## src/rtl/sd_resp_ctrl_pkg.sv

```systemverilog
// Shared definitions for the SPI-mode SD response receiver: response type codes,
// FSM state encoding and default timing limits.
package sd_resp_ctrl_pkg;

    typedef enum logic [1:0] {
        RESP_R1  = 2'd0,
        RESP_R1B = 2'd1,
        RESP_R3  = 2'd2,
        RESP_R7  = 2'd3
    } resp_type_t;

    typedef enum logic [2:0] {
        ST_IDLE       = 3'd0,
        ST_WAIT_START = 3'd1,
        ST_SHIFT_R1   = 3'd2,
        ST_SHIFT_EXT  = 3'd3,
        ST_BUSY       = 3'd4,
        ST_DONE       = 3'd5
    } state_t;

    localparam int NCR_MAX_BITS_DEF = 64;
    localparam int BUSY_MAX_DEF     = 65535;
    localparam int BUSY_CNT_W_DEF   = 16;

    // R3 and R7 carry a 32-bit trailer after the R1 byte
    function automatic logic is_ext(input resp_type_t t);
        return (t == RESP_R3) || (t == RESP_R7);
    endfunction

endpackage

```

## src/rtl/sd_resp_ctrl_shift_rx.sv

```systemverilog
// MSB-first receive shift register with clear, shift enable and a saturating
// down-counter; 'last' marks the final bit of the current field.
module sd_resp_ctrl_shift_rx #(
    parameter int             W         = 8,
    parameter int             CNT_W     = 5,
    parameter logic [W-1:0]   CLEAR_VAL = '0
) (
    input  logic             clk,
    input  logic             rst_n,
    input  logic             clear,
    input  logic             shift_en,
    input  logic             load_cnt,
    input  logic [CNT_W-1:0] cnt_val,
    input  logic             din,
    output logic [W-1:0]     data,
    output logic             last
);

    logic [W-1:0]     data_reg;
    logic [CNT_W-1:0] cnt_reg;

    always_ff @(posedge clk or negedge rst_n) begin
        if (!rst_n) begin
            data_reg <= CLEAR_VAL;
            cnt_reg  <= '0;
        end else if (clear) begin
            data_reg <= CLEAR_VAL;
            cnt_reg  <= '0;
        end else begin
            if (shift_en)
                data_reg <= {data_reg[W-2:0], din};
            // a load wins over the decrement so the start bit can shift and arm the count together
            if (load_cnt)
                cnt_reg <= cnt_val;
            else if (shift_en && (cnt_reg != '0))
                cnt_reg <= cnt_reg - CNT_W'(1);
        end
    end

    assign data = data_reg;
    assign last = (cnt_reg == '0);

endmodule

```

## src/rtl/sd_resp_ctrl.sv

```systemverilog
// SD SPI-mode response receiver: hunts the start bit within the NCR window, captures R1,
// then the R3/R7 trailer or the R1b busy phase, and reports done/timeout over a 4-phase handshake.
module sd_resp_ctrl
    import sd_resp_ctrl_pkg::*;
#(
    parameter int NCR_MAX_BITS = NCR_MAX_BITS_DEF,
    parameter int BUSY_MAX     = BUSY_MAX_DEF,
    parameter int BUSY_CNT_W   = BUSY_CNT_W_DEF
) (
    input  logic        spiClock,
    input  logic        nReset,
    input  logic        req,
    input  logic [1:0]  respType,
    input  logic        miso,
    output logic        rxEnable,
    output logic        done,
    output logic        timeout,
    output logic [7:0]  r1,
    output logic [31:0] payload
);

    localparam int NCR_CNT_W = $clog2(NCR_MAX_BITS + 1);

    state_t                state_reg, state_next;
    resp_type_t            resp_type_reg;
    logic [NCR_CNT_W-1:0]  ncr_cnt_reg;
    logic [BUSY_CNT_W-1:0] busy_cnt_reg;
    logic                  timeout_reg;

    logic accept, ncr_expire, busy_expire, r1_last, pl_last;
    logic r1_shift, r1_load_cnt, pl_shift, pl_load_cnt, busy_enter;

    assign accept      = (state_reg == ST_IDLE) && req;
    assign ncr_expire  = miso && (ncr_cnt_reg == NCR_CNT_W'(NCR_MAX_BITS - 1));
    assign busy_expire = !miso && (busy_cnt_reg == BUSY_CNT_W'(BUSY_MAX - 1));

    always_ff @(posedge spiClock or negedge nReset) begin
        if (!nReset)
            state_reg <= ST_IDLE;
        else
            state_reg <= state_next;
    end

    // dropping req in any receiving state aborts straight back to IDLE
    always_comb begin
        state_next = state_reg;
        case (state_reg)
            ST_IDLE:       if (req) state_next = ST_WAIT_START;
            ST_WAIT_START: begin
                if (!req)            state_next = ST_IDLE;
                else if (!miso)      state_next = ST_SHIFT_R1;
                else if (ncr_expire) state_next = ST_DONE;
            end
            ST_SHIFT_R1: begin
                if (!req)
                    state_next = ST_IDLE;
                else if (r1_last) begin
                    if (resp_type_reg == RESP_R1)       state_next = ST_DONE;
                    else if (resp_type_reg == RESP_R1B) state_next = ST_BUSY;
                    else                                state_next = ST_SHIFT_EXT;
                end
            end
            ST_SHIFT_EXT: begin
                if (!req)         state_next = ST_IDLE;
                else if (pl_last) state_next = ST_DONE;
            end
            ST_BUSY: begin
                if (!req)                     state_next = ST_IDLE;
                else if (miso || busy_expire) state_next = ST_DONE;
            end
            ST_DONE:       if (!req) state_next = ST_IDLE;
            default:       state_next = ST_IDLE;
        endcase
    end

    always_comb begin
        rxEnable    = (state_reg != ST_IDLE) && (state_reg != ST_DONE);
        done        = (state_reg == ST_DONE);
        r1_load_cnt = req && (state_reg == ST_WAIT_START) && !miso;
        r1_shift    = r1_load_cnt || (req && (state_reg == ST_SHIFT_R1));
        pl_load_cnt = req && (state_reg == ST_SHIFT_R1) && r1_last && is_ext(resp_type_reg);
        pl_shift    = req && (state_reg == ST_SHIFT_EXT);
        busy_enter  = req && (state_reg == ST_SHIFT_R1) && r1_last && (resp_type_reg == RESP_R1B);
    end

    always_ff @(posedge spiClock or negedge nReset) begin
        if (!nReset) begin
            resp_type_reg <= RESP_R1;
            ncr_cnt_reg   <= '0;
            busy_cnt_reg  <= '0;
            timeout_reg   <= 1'b0;
        end else begin
            if (accept) begin
                resp_type_reg <= resp_type_t'(respType);
                ncr_cnt_reg   <= '0;
                timeout_reg   <= 1'b0;
            end
            if (req && (state_reg == ST_WAIT_START) && miso) begin
                if (ncr_expire)
                    timeout_reg <= 1'b1;
                else if (ncr_cnt_reg != '1)
                    ncr_cnt_reg <= ncr_cnt_reg + NCR_CNT_W'(1);
            end
            if (busy_enter)
                busy_cnt_reg <= '0;
            if (req && (state_reg == ST_BUSY) && !miso) begin
                if (busy_expire)
                    timeout_reg <= 1'b1;
                else if (busy_cnt_reg != '1)
                    busy_cnt_reg <= busy_cnt_reg + BUSY_CNT_W'(1);
            end
        end
    end

    assign timeout = timeout_reg;

    // the start bit (0) is shifted in first, so it ends up as r1[7]
    sd_resp_ctrl_shift_rx #(.W(8), .CNT_W(5), .CLEAR_VAL(8'hFF)) u_r1_rx (
        .clk      (spiClock),
        .rst_n    (nReset),
        .clear    (accept),
        .shift_en (r1_shift),
        .load_cnt (r1_load_cnt),
        .cnt_val  (5'd6),
        .din      (miso),
        .data     (r1),
        .last     (r1_last)
    );

    sd_resp_ctrl_shift_rx #(.W(32), .CNT_W(5), .CLEAR_VAL(32'h0)) u_payload_rx (
        .clk      (spiClock),
        .rst_n    (nReset),
        .clear    (accept),
        .shift_en (pl_shift),
        .load_cnt (pl_load_cnt),
        .cnt_val  (5'd31),
        .din      (miso),
        .data     (payload),
        .last     (pl_last)
    );

endmodule
```

## config.mk

```make
export PLATFORM = sky130hd
export DESIGN_NAME = sd_resp_ctrl
export DESIGN_NICKNAME = d
export VERILOG_FILES = /design/src/rtl/sd_resp_ctrl_pkg.sv /design/src/rtl/sd_resp_ctrl_shift_rx.sv /design/src/rtl/sd_resp_ctrl.sv
export SDC_FILE = /design/constraint.sdc
export NUM_CORES = 1
export LEC_CHECK = 0
export CORE_UTILIZATION = 50
export CTS_CLUSTER_DIAMETER = 100
export DETAILED_ROUTE_END_ITERATION = 10
export GPL_ROUTABILITY_DRIVEN = 0
export PLACE_DENSITY = 0.85
export SYNTH_ARGS = -nofsm -noshare
export SYNTH_HDL_FRONTEND = slang
export SYNTH_SLANG_ARGS = --single-unit
```

## constraint.sdc

```tcl
create_clock -name spiClock -period 1.7 [get_ports spiClock]
set_input_delay 0.51 -clock spiClock [delete_from_list [all_inputs] [get_ports spiClock]]
set_output_delay 0.51 -clock spiClock [all_outputs]
set_load 0.005 [all_outputs]
```

==> results of run 1 <==
-- cell usage in the layout (no fill, tap or decap), types with 3 or more instances in the layout --
cell	count
nor3_1	3
nand3_1	33
dlygate4sd2_1	43
a21oi_1	24
xor2_1	5
dfstp_2	8
nor2_1	9
ha_1	3
inv_1	6
inv_6	3
nand2_4	4
nand2_1	88
nor2_4	3
nand2_2	7
nor2b_1	3
nand3_4	3
nor2_2	3
o31ai_1	6
buf_6	11
clkinvlp_4	3
buf_12	4
o22a_1	8
o21ai_2	4
o211ai_1	4
nand2b_1	4
and2_1	3
o21ai_0	9
clkbuf_8	9
o21ai_1	5
dfrtp_1	70
buf_4	84
a21oi_2	4
-- layer usage --
metal | vias up | wire length, um | part of all wire
li1 | 1678 | - | -
met5 | - | 0 | 0
met3 | 47 | 721 | 0.060
met1 | 1908 | 4780 | 0.40
met4 | 0 | 341 | 0.028
met2 | 180 | 6228 | 0.52
-- cell families (layout without fill, tap and decap cells) --
logic type | after synthesis | in the layout | share of synthesized area
xor gates and xnor gates | 8 | 8 | 0.01860
AOI/OAI and AO/OA | 82 | 82 | 0.1421
adders and majority gates | 5 | 5 | 0.01661
DFF | 79 | 79 | 0.5274
and+or+nand+nor | 195 | 195 | 0.2564
muxes | 3 | 3 | 0.008303
buffers and inverters | 27 | 173 | 0.03056
-- area by class of cell --
type                            count  area (um^2)  area share
Multi-Input combinational cell    293         1976      0.3511
Clock buffer                        9        123.9     0.02201
Timing Repair Buffer              149         1306      0.2322
Clock inverter                      7        78.83     0.01401
Sequential cell                    79         1988      0.3533
Inverter                            8        30.03    0.005337
Tap cell                           99        123.9     0.02201
-- per-stage QoR --
| step | area (um^2) | instances | setup TNS, ns |
|---|---|---|---|
| after floorplan | 3795 | 399 | -0.1156 |
| after global placement | 4765 | 581 | -28.51 |
| after detailed placement | 4765 | 581 | -30.39 |
| after CTS | 5259 | 632 | -0.4822 |
| after global routing | 5627 | 644 | -5.671 |
| final | 5627 | 644 | -3.663 |
-- timing repair --
action | in CTS | in global routing
gates cloned | 1 | 2
gates resized for setup | 74 | 66
buffers inserted | 34 | 12
pin swaps | 2 | 21
setup endpoints to repair | 86 | 46
-- worst register-to-register path: stages, from the launching register on --
cell and delay (ns):
dfrtp_1 0.40, buf_6 0.15, buf_4 0.14, buf_4 0.16, nor4b_1 0.50, o32ai_1 0.18
a21oi_1 0.20, a31oi_1 0.10
-- power by group --
group / switching (W) / total (W) / internal, W
Clock: 0.000801 / 0.00150 / 0.000694
Combinational: 0.00147 / 0.00295 / 0.00149
Sequential: 0.000269 / 0.00248 / 0.00221
-- worst max-delay path by stage --
stage,cells past startpoint,to,slack (ns),startpoint
floorplan,7,busy_cnt_reg[7],-0.12,busy_cnt_reg[0]
global placement,6,busy_cnt_reg[7],-0.54,req
detailed placement,6,busy_cnt_reg[13],-0.58,req
CTS,3,rxEnable,-0.16,state_reg[0]
global route,7,state_reg[0],-0.28,state_reg[0]
finish,7,state_reg[0],-0.24,state_reg[0]
==> summary.txt, run 1 <==
Largest net degree at the start of global routing: 34
Antenna diodes: 0
Final Core Density: 0.7757
Max stage delay on crit path: 0.50 ns
Register area share after synthesis: 0.5274
Mapped Area: 3767 um^2
Worst path cell trace: buf_6, buf_4, buf_4, nor4b_1, o32ai_1, a21oi_1, a31oi_1
Total Power: 0.006925 W
Largest area contributor in the netlist: dfrtp_1
Hold_buf cts: 0
VDD IR max: 697.7 uV
Vias in the first global route: 3,403
Fill count: 431
IO Pins: 49
Critical-path maximum fanout: 6
Final WL: 12.07 mm
DRT antenna net count: 0
Arrival @ worst endpoint: 2.19 ns
Worst-Margin Slew: 0.5670 ns
# H-tree levels: 3
Grt met1 use: 0.3225
GR Util met2: 0.4503
Cell leakage power: 2.715 nW
Setup ws final: -0.2397 ns
Die Span Y: 88.80 um
Synth cell count leaders: nand2_1, dfrtp_1, nand3_1
Worst skew pair latency: 0.37 ns
Dpl ws: -0.5804 ns
Yosys top cell area share: 0.4716
Most common cell in the netlist: nand2_1
CTS tree: yes
Area Growth Syn to Fin: 49.35%
Via/cell ratio: 5.921
Ys async rst share: 1.000
Max-cap violation count: 0
Status: finished with violations
R2R Path End: state_reg[0]
Yosys warning count: 0
HP Class: in2async
Die ar.: 7885 um^2
Crit-path leading delay family: simple AND/OR/NAND/NOR gates
Clk pin slew, worst setup/hold paths: 0.10 ns
Min Hold Slack: 0.06592 ns
Buffers on Ports: 48
Synth unique cells: 55
Gr busiest metal: met2
Predominant post-synthesis flop cell: dfrtp_1
Req. time, crit path: 1.95 ns
R2R cell count: 7
Tmin final: 1.940 ns
Reg2reg start: state_reg[0]
Syn_area_per_cell: 9.442 um^2
Minimum setup slack among reg-to-reg paths: -0.24 ns
Final Hold Fails: 0
Initial antenna violation count: 0
DRT Pass-1 Iters: 5
Violated checks: setup timing
Core area: 7253 um^2
FF+latch count, synth: 79
Root Buffer: clkbuf_8
# DRC: 0
CTS Sinks: 79
Largest register FFs: 32
Global-route wire length before repair: 15.76 mm
Row cnt: 31
GRT met3 Usage: 0.06250
Gate Count Post-Synth: 399
GRT Overall Usage: 0.2635
Layout Nets: 551
Final Skew: 0.01637 ns
Part of the cycle the worst path needs: 1.141
Critical path type: reg2reg
Final setup fails: 68
Avg WL per Cell: 18.74 um
Final Max Slew Viols: 0
Top post-synthesis cells by area: dfrtp_1, nand2_1, dfstp_2
TritonCTS Buffers: 9
RSZ-0062 raised after global routing: yes
Slew headroom: 0.6167
Share of cells above drive strength 1: 0.3486
Total congestion overflow: 0
Post-synth EDFFs: 0
Most frequent cell on the critical path: buf_4
CTS Buffer Depth: 2
Vias post-DR: 3,813
Slowest cell on the critical path: nor4b_1
Cell Pwr Density: 1231 nW/um^2
Syn nets: 410
Max Fclk: 515.5 MHz
Initial drt markers: 232
Die Wd: 88.80 um
Startpoint class of the critical path: register
Initial core utilization: 0.5194
Worst setup EP type: register
Critical path buffer and inverter count: 3
Detailed Place HPWL: 6.027 mm
Note: power is estimated with default switching activity, not from simulation.
==> run 2, diff against run 1 <==
--- a/config.mk
+++ b/config.mk
@@ -5,11 +5,14 @@
 export SDC_FILE = /design/constraint.sdc
 export NUM_CORES = 1
 export LEC_CHECK = 0
-export CORE_UTILIZATION = 50
+export CORE_UTILIZATION = 52
+export CTS_BUF_LIST = sky130_fd_sc_hd__clkbuf_4 sky130_fd_sc_hd__clkbuf_8
 export CTS_CLUSTER_DIAMETER = 100
 export DETAILED_ROUTE_END_ITERATION = 10
 export GPL_ROUTABILITY_DRIVEN = 0
-export PLACE_DENSITY = 0.85
+export PLACE_DENSITY = 0.88
+export RECOVER_POWER = 100
+export SLEW_MARGIN = 40
 export SYNTH_ARGS = -nofsm -noshare
 export SYNTH_HDL_FRONTEND = slang
 export SYNTH_SLANG_ARGS = --single-unit
==> run 2 against run 1 <==
The flow still finishes with violations (setup timing). Cell area decreased by 1.8%. Combinational power decreased by 4%. Sequential power about the same. Global-route usage increased by 2.2 points. Power decreased by 1.1%. Register-to-register slack got worse by 0.02 ns. Cell count decreased by 0.78%. Fmax decreased by 1.3%. Critical endpoint unchanged. Largest power group unchanged.
==> summary.txt, run 2 (synthesized netlist as in run 1, its figures left out) <==
Status: finished with violations
Violated checks: setup timing
Slew headroom: 0.5122
IO Pins: 49
Total congestion overflow: 0
# DRC: 0
Final Hold Fails: 0
Commonest non-fill, non-tap cell in the layout: nand2_1
Max Fclk: 509.0 MHz
VDD IR max: 699.8 uV
RSZ-0062 raised after global routing: yes
Sw Pwr: 0.002440 W
Die Span Y: 87.12 um
Critical path type: reg2reg
Combinational share of power: 0.413
Commonest cells after routing, fill and taps aside: nand2_1, buf_4, dfrtp_1
Crit path from: state_reg[2]
Req. time, crit path: 1.97 ns
Avg WL per Cell: 18.52 um
Switching share of power: 0.3563
Arrival @ worst endpoint: 2.24 ns
Reg2reg start: state_reg[2]
Initial antenna violation count: 0
Cell leakage power: 2.674 nW
Core area: 6907 um^2
Final instance area: 5524 um^2
Initial drt markers: 216
Setup ws final: -0.2646 ns
Root Buffer: clkbuf_8
Antenna diodes: 0
TritonCTS Buffers: 9
Die ar.: 7589 um^2
Max-cap violation count: 0
Final Max Slew Viols: 0
CTS tree: yes
Detailed Place HPWL: 6.287 mm
Startpoint class of the critical path: register
Total Power: 0.006847 W
DRT Pass-1 Iters: 4
Initial core utilization: 0.5455
R2R Path End: state_reg[0]
Critical-path maximum fanout: 7
Tmin final: 1.965 ns
Clk pin slew, worst setup/hold paths: 0.09 ns
Multi-input gate area: 1953 um^2
R2R cell count: 8
Final Skew: 0.008064 ns
CTS Buffer Depth: 2
Worst skew pair latency: 0.36 ns
Die Wd: 87.12 um
Layout Nets: 550
Filler-free cell count of the finished design: 639
Area Growth Syn to Fin: 46.63%
Area of placed instances: 4741 um^2
Crit path capture: state_reg[0]
Internal: 0.004408 W
Hold_buf cts: 0
Final WL: 11.83 mm
FF+latch area: 1988 um^2
Sequential group share of total power: 0.363
DRT antenna net count: 0
Buffers on Ports: 48
Final setup fails: 65
Via/cell ratio: 5.908
Vias in the first global route: 3,573
Row cnt: 30
Dpl ws: -0.5548 ns
Minimum setup slack among reg-to-reg paths: -0.26 ns
Placed cells: 577
Worst-Margin Slew: 0.7317 ns
Largest register FFs: 32
Part of the cycle the worst path needs: 1.156
GRT Overall Usage: 0.2857
Clk network pwr share: 0.225
Global-route wire length before repair: 16.65 mm
Share of cells above drive strength 1: 0.3389
Worst setup EP type: register
Fill count: 443
Largest net degree at the start of global routing: 35
CTS Sinks: 79
# H-tree levels: 3
Vias post-DR: 3,775
Cell Pwr Density: 1240 nW/um^2
HP Class: in2async
==> run 2: cell count changes in the layout (fill, tap and decap cells not counted), sizes merged <==
cell / before / now
buf: 102 / 96
clkinv: 0 / 3
clkinvlp: 3 / 1
inv: 11 / 8
bufinv: 1 / 2
clkbuf: 11 / 16
==> run 2: power groups by stage <==
| stage | combinational [W] | sequential, W | clock (W) |
|---|---|---|---|
| after floorplan | 0.00113 | 0.00245 | 0 |
| after global placement | 0.00192 | 0.00248 | 0 |
| after detailed placement | 0.00201 | 0.00250 | 0 |
| after CTS | 0.00230 | 0.00244 | 0.00151 |
| after global routing | 0.00300 | 0.00251 | 0.00162 |
| final | 0.00283 | 0.00248 | 0.00154 |
==> run 2: final cells by class <==
class / count / area share
multi-input cells: 293 / 0.3536
repair buffers: 148 / 0.2213
flip-flops and latches: 79 / 0.3599
inverters: 8 / 0.005436
well taps: 96 / 0.02174
clock buffers: 9 / 0.02242
clock inverters: 6 / 0.01563
==> run 2: through the flow <==
step,hold slack [ns],setup TNS (ns),utilization
CTS,0.08281,-0.8035,0.7678
global placement,0.4542,-26.01,0.6864
floorplan,0.2144,-0.1156,-
global route,0.2344,-8.067,0.7998
detailed placement,0.4556,-29.91,0.6864
finish,0.1820,-5.078,0.7998
==> run 2: repair_timing <==
item,4_1_cts,5_1_grt
resized for setup,83,50
gates cloned,1,1
endpoints found under the setup margin,106,76
buffers inserted,36,13
pin swaps,7,15
==> run 2: worst max-delay path, cell delays in order (launching register included) <==
cell and delay [ns]:
dfrtp_1 0.41, buf_4 0.17, buf_4 0.15, buf_4 0.17, nand3_1 0.09, o21ai_0 0.18, a211oi_4 0.40, a21oi_2 0.13
a31oi_1 0.19
==> run 2: worst min path at each step <==
stage / from / endpoint / slack, ns / depth (start not counted)
floorplan: nReset / busy_cnt_reg[0] / 0.21 / 0
global placement: nReset / busy_cnt_reg[14] / 0.45 / 1
detailed placement: nReset / busy_cnt_reg[14] / 0.46 / 1
CTS: nReset / state_reg[1] / 0.08 / 1
global route: nReset / busy_cnt_reg[9] / 0.23 / 1
finish: nReset / busy_cnt_reg[4] / 0.18 / 1
==> run 2: routing by layer <==
metal	wire length [um]	track usage	vias to the layer above
met2	5998	0.4982	184
met4	622	0.1311	0
met5	0	0	-
met1	4447	0.3375	1855
met3	766	0.06256	66
li1	-	-	1670
==> run 3, diff against run 2 <==
--- a/config.mk
+++ b/config.mk
@@ -10,8 +10,11 @@
 export CTS_CLUSTER_DIAMETER = 100
 export DETAILED_ROUTE_END_ITERATION = 10
 export GPL_ROUTABILITY_DRIVEN = 0
+export HOLD_SLACK_MARGIN = 0.08
 export PLACE_DENSITY = 0.88
 export RECOVER_POWER = 100
+export SETUP_SLACK_MARGIN = 0.02
+export SKIP_CTS_REPAIR_TIMING = 1
 export SLEW_MARGIN = 40
 export SYNTH_ARGS = -nofsm -noshare
 export SYNTH_HDL_FRONTEND = slang
==> run 3 against run 2 <==
The run still ends with setup timing left. Hold slack better by 0.31 ns. Combinational power is 9.9% lower. Flip-flop and latch count did not move. Non-clock buffer count down 12. Critical path type unchanged. Clock-buffer cell count is 2 higher. Via count fell by 5.1%. Power fell by 0.96%. Global-route usage shrank 3.1 points. First-iteration DRC count grew 44%. Register-to-register slack better by 0.03 ns. Sequential share of layout area shrank 0.20 points.
==> summary.txt, run 3 (synthesized netlist as in run 1, its figures left out) <==
Status: finished with violations
Avg WL per Cell: 17.70 um
CTS tree: yes
Arrival @ worst endpoint: 2.16 ns
Final Skew: 0.009598 ns
Critical path type: reg2reg
Worst skew pair latency: 0.36 ns
Max-cap violation count: 0
Hold Path End: busy_cnt_reg[15]
Hold depth: 1
Final WL: 11.12 mm
Total congestion overflow: 0
Initial drt markers: 312
CTS Sinks: 79
# DRC: 0
Critical-path maximum fanout: 7
Clk pin slew, worst setup/hold paths: 0.08 ns
DRT Pass-1 Iters: 7
Minimum setup slack among reg-to-reg paths: -0.23 ns
Worst-Margin Slew: 0.5436 ns
Clk network pwr share: 0.259
Startpoint class of the critical path: register
Initial antenna violation count: 0
Die Wd: 87.12 um
Violated checks: setup timing
Placed cells: 575
Switching share of power: 0.3311
Sw Pwr: 0.002245 W
Commonest cells after routing, fill and taps aside: nand2_1, buf_4, dfrtp_1
TritonCTS Buffers: 9
Share of cells above drive strength 1: 0.3177
Final Hold Fails: 0
Combinational share of power: 0.376
Setup ws final: -0.2333 ns
Area Growth Syn to Fin: 47.53%
Final setup fails: 26
VDD IR max: 540.1 uV
GRT Overall Usage: 0.2551
Buffers on Ports: 48
Detailed Place HPWL: 6.013 mm
Tmin final: 1.933 ns
Min Hold Slack: 0.4951 ns
Cell Pwr Density: 1220 nW/um^2
R2R Path End: busy_cnt_reg[14]
Final Max Slew Viols: 0
Vias post-DR: 3,581
# H-tree levels: 3
Global-route wire length before repair: 14.87 mm
Row cnt: 30
DRT antenna net count: 0
Part of the cycle the worst path needs: 1.137
Vias in the first global route: 3,239
Req. time, crit path: 1.93 ns
Filler-free cell count of the finished design: 628
Largest register FFs: 32
Slew headroom: 0.6376
Die ar.: 7589 um^2
Sequential group share of total power: 0.365
Worst setup EP type: register
Internal: 0.004536 W
Largest net degree at the start of global routing: 46
IO Pins: 49
Cell leakage power: 2.591 nW
Die Span Y: 87.12 um
Core area: 6907 um^2
RSZ-0062 raised after global routing: yes
Commonest non-fill, non-tap cell in the layout: nand2_1
Min-delay src: busy_cnt_reg[15]
Dpl ws: -0.5815 ns
Max Fclk: 517.3 MHz
HP Class: reg2reg
Initial core utilization: 0.5455
TNS Setup: -2.661 ns
Layout Nets: 538
Reg2reg start: u_r1_rx.cnt_reg[0]
Via/cell ratio: 5.702
R2R cell count: 9
Antenna diodes: 0
Root Buffer: clkbuf_8
CTS Buffer Depth: 2
## run 3: area by class of cell
cell class / count / area [um^2]
clock buffer: 11 / 145.1
clock inverter: 5 / 103.9
fill: 423 / 1349
inverter: 8 / 30.03
multi-input combinational: 293 / 1928
sequential: 79 / 1989
tap: 96 / 120.1
timing repair buffer: 136 / 1241
## run 3: routing by layer
layer	share of wire	vias to the layer above	track usage
li1	-	1644	-
met1	0.39	1755	0.3121
met2	0.51	145	0.4109
met3	0.065	37	0.07488
met4	0.029	0	0.1326
met5	0	-	0
## run 3: worst max path at each step
stage	startpoint	to	slack, ns	depth (start not counted)
3_3_place_gp	req	busy_cnt_reg[7]	-0.53	6
2_1_floorplan	busy_cnt_reg[0]	busy_cnt_reg[7]	-0.12	7
4_1_cts	state_reg[1]	done	-0.56	3
5_1_grt	u_r1_rx.cnt_reg[0]	busy_cnt_reg[14]	-0.29	9
6_report	u_r1_rx.cnt_reg[0]	busy_cnt_reg[14]	-0.23	9
3_5_place_dp	req	busy_cnt_reg[7]	-0.58	6
## run 3: worst max-delay path: stages, from the launching register on
cell and delay (ns):
dfrtp_1 0.40, inv_1 0.07, ha_2 0.17, nor4b_4 0.24, nor2b_4 0.23, nand3b_1 0.19
buf_4 0.21, buf_8 0.13, nand2_2 0.07, mux2i_1 0.09
## run 3: power groups by stage
| stage | logic (W) | registers [W] | clock network (W) |
|---|---|---|---|
| final | 0.00255 | 0.00248 | 0.00176 |
| after global routing | 0.00274 | 0.00251 | 0.00184 |
| after CTS | 0.00207 | 0.00243 | 0.00175 |
| after detailed placement | 0.00204 | 0.00247 | 0 |
| after global placement | 0.00195 | 0.00245 | 0 |
| after floorplan | 0.00113 | 0.00245 | 0 |
## run 3: metrics by stage
step	utilization	instance area (um^2)	power (W)
3_5_place_dp	0.6835	4721	0.004510
2_1_floorplan	-	3795	0.003580
3_3_place_gp	0.6835	4721	0.004404
5_1_grt	0.8047	5558	0.007083
4_1_cts	0.7196	4970	0.006246
6_report	0.8047	5558	0.006781
